<file path="config.mk">
export PLATFORM = sky130hd
export DESIGN_NAME = fetch_decode_skid_register
export DESIGN_NICKNAME = d
export VERILOG_FILES = /design/src/rtl/pipe_pkg.sv /design/src/rtl/fetch_decode_skid_register_skid_entry.sv /design/src/rtl/fetch_decode_skid_register.sv
export SDC_FILE = /design/constraint.sdc
export NUM_CORES = 1
export LEC_CHECK = 0
export ABC_AREA = 1
export BUFFER_PORTS_ARGS = -buffer_cell sky130_fd_sc_hd__clkbuf_2
export CELL_PAD_IN_SITES_DETAIL_PLACEMENT = 1
export CELL_PAD_IN_SITES_GLOBAL_PLACEMENT = 1
export CORE_UTILIZATION = 40
export DETAILED_ROUTE_END_ITERATION = 16
export GPL_TIMING_DRIVEN = 0
export PLACE_DENSITY = 0.83
export SYNTH_ARGS = -nofsm -noshare
export SYNTH_HDL_FRONTEND = slang
export SYNTH_SLANG_ARGS = --single-unit
</file>
<file path="constraint.sdc">
create_clock -name clk_i -period 4.9 [get_ports clk_i]
set_clock_uncertainty 0.1 [all_clocks]
set_input_delay 0.49 -clock clk_i [delete_from_list [all_inputs] [get_ports clk_i]]
set_output_delay 0.49 -clock clk_i [all_outputs]
set_load 0.02 [all_outputs]
</file>
<file path="src/rtl/pipe_pkg.sv">
// Shared IF/ID pipeline types: fill-state encoding, bubble encoding and the
// per-instruction payload carried from fetch to decode.
package pipe_pkg;

  localparam int unsigned XLEN_DEFAULT     = 32;
  localparam logic [31:0] NOP_INSN_DEFAULT = 32'h0000_0013;

  typedef enum logic [1:0] {
    EMPTY,
    ONE,
    FULL
  } fd_state_e;

  typedef struct packed {
    logic [XLEN_DEFAULT-1:0] instruction;
    logic [XLEN_DEFAULT-1:0] pcsrc;
    logic [XLEN_DEFAULT-1:0] pc;
  } if_id_t;

  function automatic if_id_t bubble();
    if_id_t b;
    b.instruction = NOP_INSN_DEFAULT;
    b.pcsrc       = '0;
    b.pc          = '0;
    return b;
  endfunction

endpackage

</file>
<file path="src/rtl/fetch_decode_skid_register_skid_entry.sv">
// One IF/ID holding slot: loads a new payload or returns to its clear value
// (the bubble), with clear taking priority.
module skid_entry #(
  parameter int unsigned    W         = 96,
  parameter logic [W-1:0]   CLEAR_VAL = '0
) (
  input  logic         clk_i,
  input  logic         reset_i,
  input  logic         load_i,
  input  logic         clear_i,
  input  logic [W-1:0] d_i,
  output logic [W-1:0] q_o
);

  always_ff @(posedge clk_i or negedge reset_i) begin
    if (!reset_i)      q_o <= CLEAR_VAL;
    else if (clear_i)  q_o <= CLEAR_VAL;
    else if (load_i)   q_o <= d_i;
  end

endmodule

</file>
<file path="src/rtl/fetch_decode_skid_register.sv">
// IF/ID register with valid/ready handshake, one-entry skid buffer, flush and
// a saturating decode-stall counter. Every output is driven straight from a flop.
module fetch_decode_skid_register
  import pipe_pkg::*;
#(
  parameter int unsigned     XLEN        = XLEN_DEFAULT,
  parameter logic [XLEN-1:0] NOP_INSN    = XLEN'(NOP_INSN_DEFAULT),
  parameter int unsigned     STALL_CNT_W = 16
) (
  input  logic                   clk_i,
  input  logic                   reset_i,
  input  logic                   f_valid_i,
  output logic                   f_ready_o,
  input  logic [XLEN-1:0]        instruction_i,
  input  logic [XLEN-1:0]        pcsrc_i,
  input  logic [XLEN-1:0]        pc_i,
  input  logic                   flush_i,
  output logic                   fd_valid_o,
  input  logic                   d_ready_i,
  output logic [XLEN-1:0]        fd_instruction_o,
  output logic [XLEN-1:0]        fd_pcsrc_o,
  output logic [XLEN-1:0]        fd_pc_o,
  output logic [STALL_CNT_W-1:0] fd_stall_cnt_o
);

  localparam int unsigned     EW     = 3 * XLEN;
  localparam logic [EW-1:0]   BUBBLE = {NOP_INSN, {(2 * XLEN){1'b0}}};

  fd_state_e     state_q, state_d;
  logic          in_xfer, out_xfer;
  logic          main_load, main_clear, main_from_skid;
  logic          skid_load, skid_clear;
  logic [EW-1:0] in_data, main_d, main_q, skid_q;

  assign in_xfer  = f_valid_i & f_ready_o;
  assign out_xfer = fd_valid_o & d_ready_i;
  assign in_data  = {instruction_i, pcsrc_i, pc_i};
  assign main_d   = main_from_skid ? skid_q : in_data;

  always_comb begin
    state_d        = state_q;
    main_load      = 1'b0;
    main_clear     = 1'b0;
    main_from_skid = 1'b0;
    skid_load      = 1'b0;
    skid_clear     = 1'b0;
    if (flush_i) begin
      state_d    = EMPTY;
      main_clear = 1'b1;
      skid_clear = 1'b1;
    end else begin
      unique case (state_q)
        EMPTY: begin
          if (in_xfer) begin
            state_d   = ONE;
            main_load = 1'b1;
          end
        end
        ONE: begin
          if (in_xfer && out_xfer) begin
            main_load = 1'b1;
          end else if (out_xfer) begin
            state_d    = EMPTY;
            main_clear = 1'b1;
          end else if (in_xfer) begin
            state_d   = FULL;
            skid_load = 1'b1;
          end
        end
        FULL: begin
          if (out_xfer) begin
            state_d        = ONE;
            main_load      = 1'b1;
            main_from_skid = 1'b1;
            skid_clear     = 1'b1;
          end
        end
        default: begin
          state_d    = EMPTY;
          main_clear = 1'b1;
          skid_clear = 1'b1;
        end
      endcase
    end
  end

  // valid/ready are registered copies of the next-state decode so that no
  // output depends combinationally on the state register or any input.
  always_ff @(posedge clk_i or negedge reset_i) begin
    if (!reset_i) begin
      state_q    <= EMPTY;
      fd_valid_o <= 1'b0;
      f_ready_o  <= 1'b1;
    end else begin
      state_q    <= state_d;
      fd_valid_o <= (state_d != EMPTY);
      f_ready_o  <= (state_d != FULL);
    end
  end

  always_ff @(posedge clk_i or negedge reset_i) begin
    if (!reset_i)
      fd_stall_cnt_o <= '0;
    else if (fd_valid_o && !d_ready_i && (fd_stall_cnt_o != '1))
      fd_stall_cnt_o <= fd_stall_cnt_o + STALL_CNT_W'(1);
  end

  skid_entry #(
    .W         (EW),
    .CLEAR_VAL (BUBBLE)
  ) u_main (
    .clk_i   (clk_i),
    .reset_i (reset_i),
    .load_i  (main_load),
    .clear_i (main_clear),
    .d_i     (main_d),
    .q_o     (main_q)
  );

  skid_entry #(
    .W         (EW),
    .CLEAR_VAL (BUBBLE)
  ) u_skid (
    .clk_i   (clk_i),
    .reset_i (reset_i),
    .load_i  (skid_load),
    .clear_i (skid_clear),
    .d_i     (in_data),
    .q_o     (skid_q)
  );

  assign {fd_instruction_o, fd_pcsrc_o, fd_pc_o} = main_q;

endmodule
</file>
==> impl_metrics.tcl <==
set metrics [dict create \
    portBuffers 214 \
    seq_area_sq_mm 0.00531 \
    slew_headroom_pct 64.2 \
    power.internal_mw 3.13 \
    syn-mean-instance-area_sq_um 7.49 \
    path_class "register to register" \
    num-fill-cells 3099 \
    numCtsBuffers 25 \
    drt_first_pass_iters 4 \
    synthesis.nets 1406 \
    routedWlPerCell_um 15.7 \
    post_cts_buffers 0 \
    cts_tree "yes" \
    ant_nets 0 \
    worstHoldPathType "input port to register" \
    drt-met1-wl_mm 13.3 \
    grt_pass1_wl_mm 48.3 \
    cap_violations 0 \
    yosysTopAreaCell "dfrtp_1" \
    yosys.area_share.simple_pct 39.0 \
    route.met2.wl_mm 14.5 \
    p_seq_share_pct 44.6 \
    rr_worst_depth 10 \
    dpl.hpwl_mm 20.8 \
    power_density_mw_per_mm2 370 \
    setup-violations-final 0 \
    pwr-share-comb_pct 16.2 \
    start_kind "register" \
    multiInputGateArea_sq_mm 0.00397 \
    grt_pass1_vias 9696 \
    rrSetupSlack_ps 2810 \
    fin_util_pct 51.0 \
    drt_iter0_drc 436 \
    synth-compound-area-share_pct 0.820 \
    antenna_found_initial 2 \
    hold_viol_final 0 \
    swShare_pct 29.9 \
    nets 1650 \
    vias 9228 \
    required_ps 5240 \
    synth_area_leaders "dfrtp_1 53%, nand2_1 32%, nand3_1 5.6%" \
    fmaxAchievable_mhz 478 \
    syn_to_final_growth_pct 23.8 \
    synthAdderAreaFrac_pct 0.128 \
    drive_gt1_share_pct 19.9 \
    initial_core_util_pct 41.2 \
    die_x_um 158 \
    status "completed" \
    final_max_slew_viol_count 0 \
    p_sw_mw 1.34 \
    io_pins 215 \
    die_h_um 158 \
    finalCriticalPeriod_ps 2090 \
    hold_buffers 1 \
    tns_ps 0 \
    viasPerCell 4.89 \
    h-tree-depth 1 \
    path_max_fanout 10 \
    die_area_sq_mm 0.0250 \
    layout_commonest_cell "nand2_1" \
    netlist_instances 1304 \
    cts_resized 0 \
    final_cell_mix "827 x nand2_1, 213 x clkbuf_2, 205 x dfrtp_1, 110 x nand3_1, 29 x clkbuf_1" \
    worst_pin_slew_ps 537 \
    yosys.area_share.xor_xnor_pct 0.717 \
    grt.total_usage_pct 24.3 \
    overflow 0 \
    clk_path_buf_depth 3 \
    syn-cell-area_sq_mm 0.00977 \
    ys_ff_latch 212 \
    worst_setup_path_end_kind "register" \
    maxUsedRoutingLayer "met4" \
    met3WireLength_mm 1.32 \
    clk_latency_ps 510 \
    wirelength_mm 29.7 \
    yosysTopAreaCellShare_pct 52.5 \
    synthMuxAreaShare_pct 0 \
    core-area_sq_mm 0.0237 \
    cts.sinks 212 \
    synth_top_family_by_area "simple AND/OR/NAND/NOR gates" \
    rsz0062_at_grt "no" \
    hold_depth 3 \
    finalCritPeriodShare_pct 42.7 \
    leakage_nw 7.08 \
    ys_warn_count 0 \
    gp_congestion 0.781 \
    clkTransAtPathRegs_ps 60 \
    clockRootBuffer "clkbuf_16" \
    drc 0 \
    ys_seq_area_share_pct 54.4 \
    grt_start_max_net_pins 92 \
    peakVddDrop_mv 0.259 \
    ys_types 24 \
    row_count 56 \
    cp.arrival_ps 2440 \
    clkPwrFrac_pct 39.2 \
]
## metal layers
| layer | GRT usage [%] | up-vias |
|---|---|---|
| met5 | 0 | - |
| met4 | 5.77 | 0 |
| met3 | 3.86 | 35 |
| met2 | 42.3 | 183 |
| li1 | - | 4491 |
| met1 | 31.4 | 4519 |
## sequential cells by signal (all words and copies together) (netlist names)
signal / flops
fd_valid_o: 1
f_ready_o: 1
u_skid.q_o: 96
state_q: 2
u_main.q_o: 96
fd_stall_cnt_o: 16
## layout make-up
type	count	share of cell area [%]
clock buffers	36	5.93
repair buffers	217	9.47
flip-flops and latches	212	44.0
diodes	1	0.0207
clock inverters	9	0.486
well taps	319	3.30
multi-input cells	994	32.9
inverters	25	0.776
plain buffers	73	3.18
## cells by family (layout without fill, tap and decap cells)
logic type / Yosys count / after routing
flip-flops: 212 / 212
AO/OA/AOI/OAI: 16 / 16
XOR/XNOR: 8 / 8
buffers and inverters: 98 / 360
adder cells (fa/ha/maj): 1 / 1
other: 0 / 1
AND/OR/NAND/NOR: 969 / 969
## worst paths after layout
path / start / endpoint
max: f_ready_o / u_main.q_o[58]
min: instruction_i[6] / u_skid.q_o[70]
min reg2reg: u_skid.q_o[68] / u_skid.q_o[68]
min in group asynchronous: reset_i / fd_stall_cnt_o[2]
max in group asynchronous: reset_i / u_skid.q_o[40]
max reg2reg: f_ready_o / u_main.q_o[58]
## power by group through the flow
stage | clock network [mW] | logic [mW] | registers, mW
global route | 1.87 | 0.801 | 2.01
CTS | 1.80 | 0.734 | 1.99
floorplan | 0 | 0.296 | 2.13
global placement | 0 | 0.699 | 2.02
detailed placement | 0 | 0.728 | 2.02
finish | 1.75 | 0.723 | 1.99
## critical path, cell delays in order, from the launching register on
cell and delay (ps):
dfstp_2 530, nand2_1 90, inv_1 70, nand2_1 90, nand2_1 100, nand2_2 200, nor2_2 180, buf_4 250
buf_2 260, nand2_1 100, nand2_1 60
## Yosys cell counts
cell	count
buf_6	8
buf_1	14
ha_1	1
inv_1	18
o21ai_0	9
nand4_1	3
buf_4	6
o21ai_1	2
buf_2	22
xor2_1	3
nor2_1	21
nand3_2	1
nand2_2	1
a21oi_1	5
xnor2_1	5
nor2_4	1
and2_1	1
dfrtp_1	205
nor2_2	4
clkbuf_1	23
dfstp_2	7
inv_2	7
nand2_1	827
nand3_1	110
## per-stage QoR
stage	cell area, sq um	total power [mW]	worst slack (ps)	hold WS, ps	instances
final	12100	4.47	2810	91.1	1886
after global routing	12100	4.68	2630	88.2	1886
after CTS	12100	4.52	2760	75.8	1885
after detailed placement	11300	2.75	2670	365	1839
after global placement	11200	2.72	-1140	357	1837
after floorplan	9770	2.42	3200	94.4	1304
(Power assumes the default switching activity.)
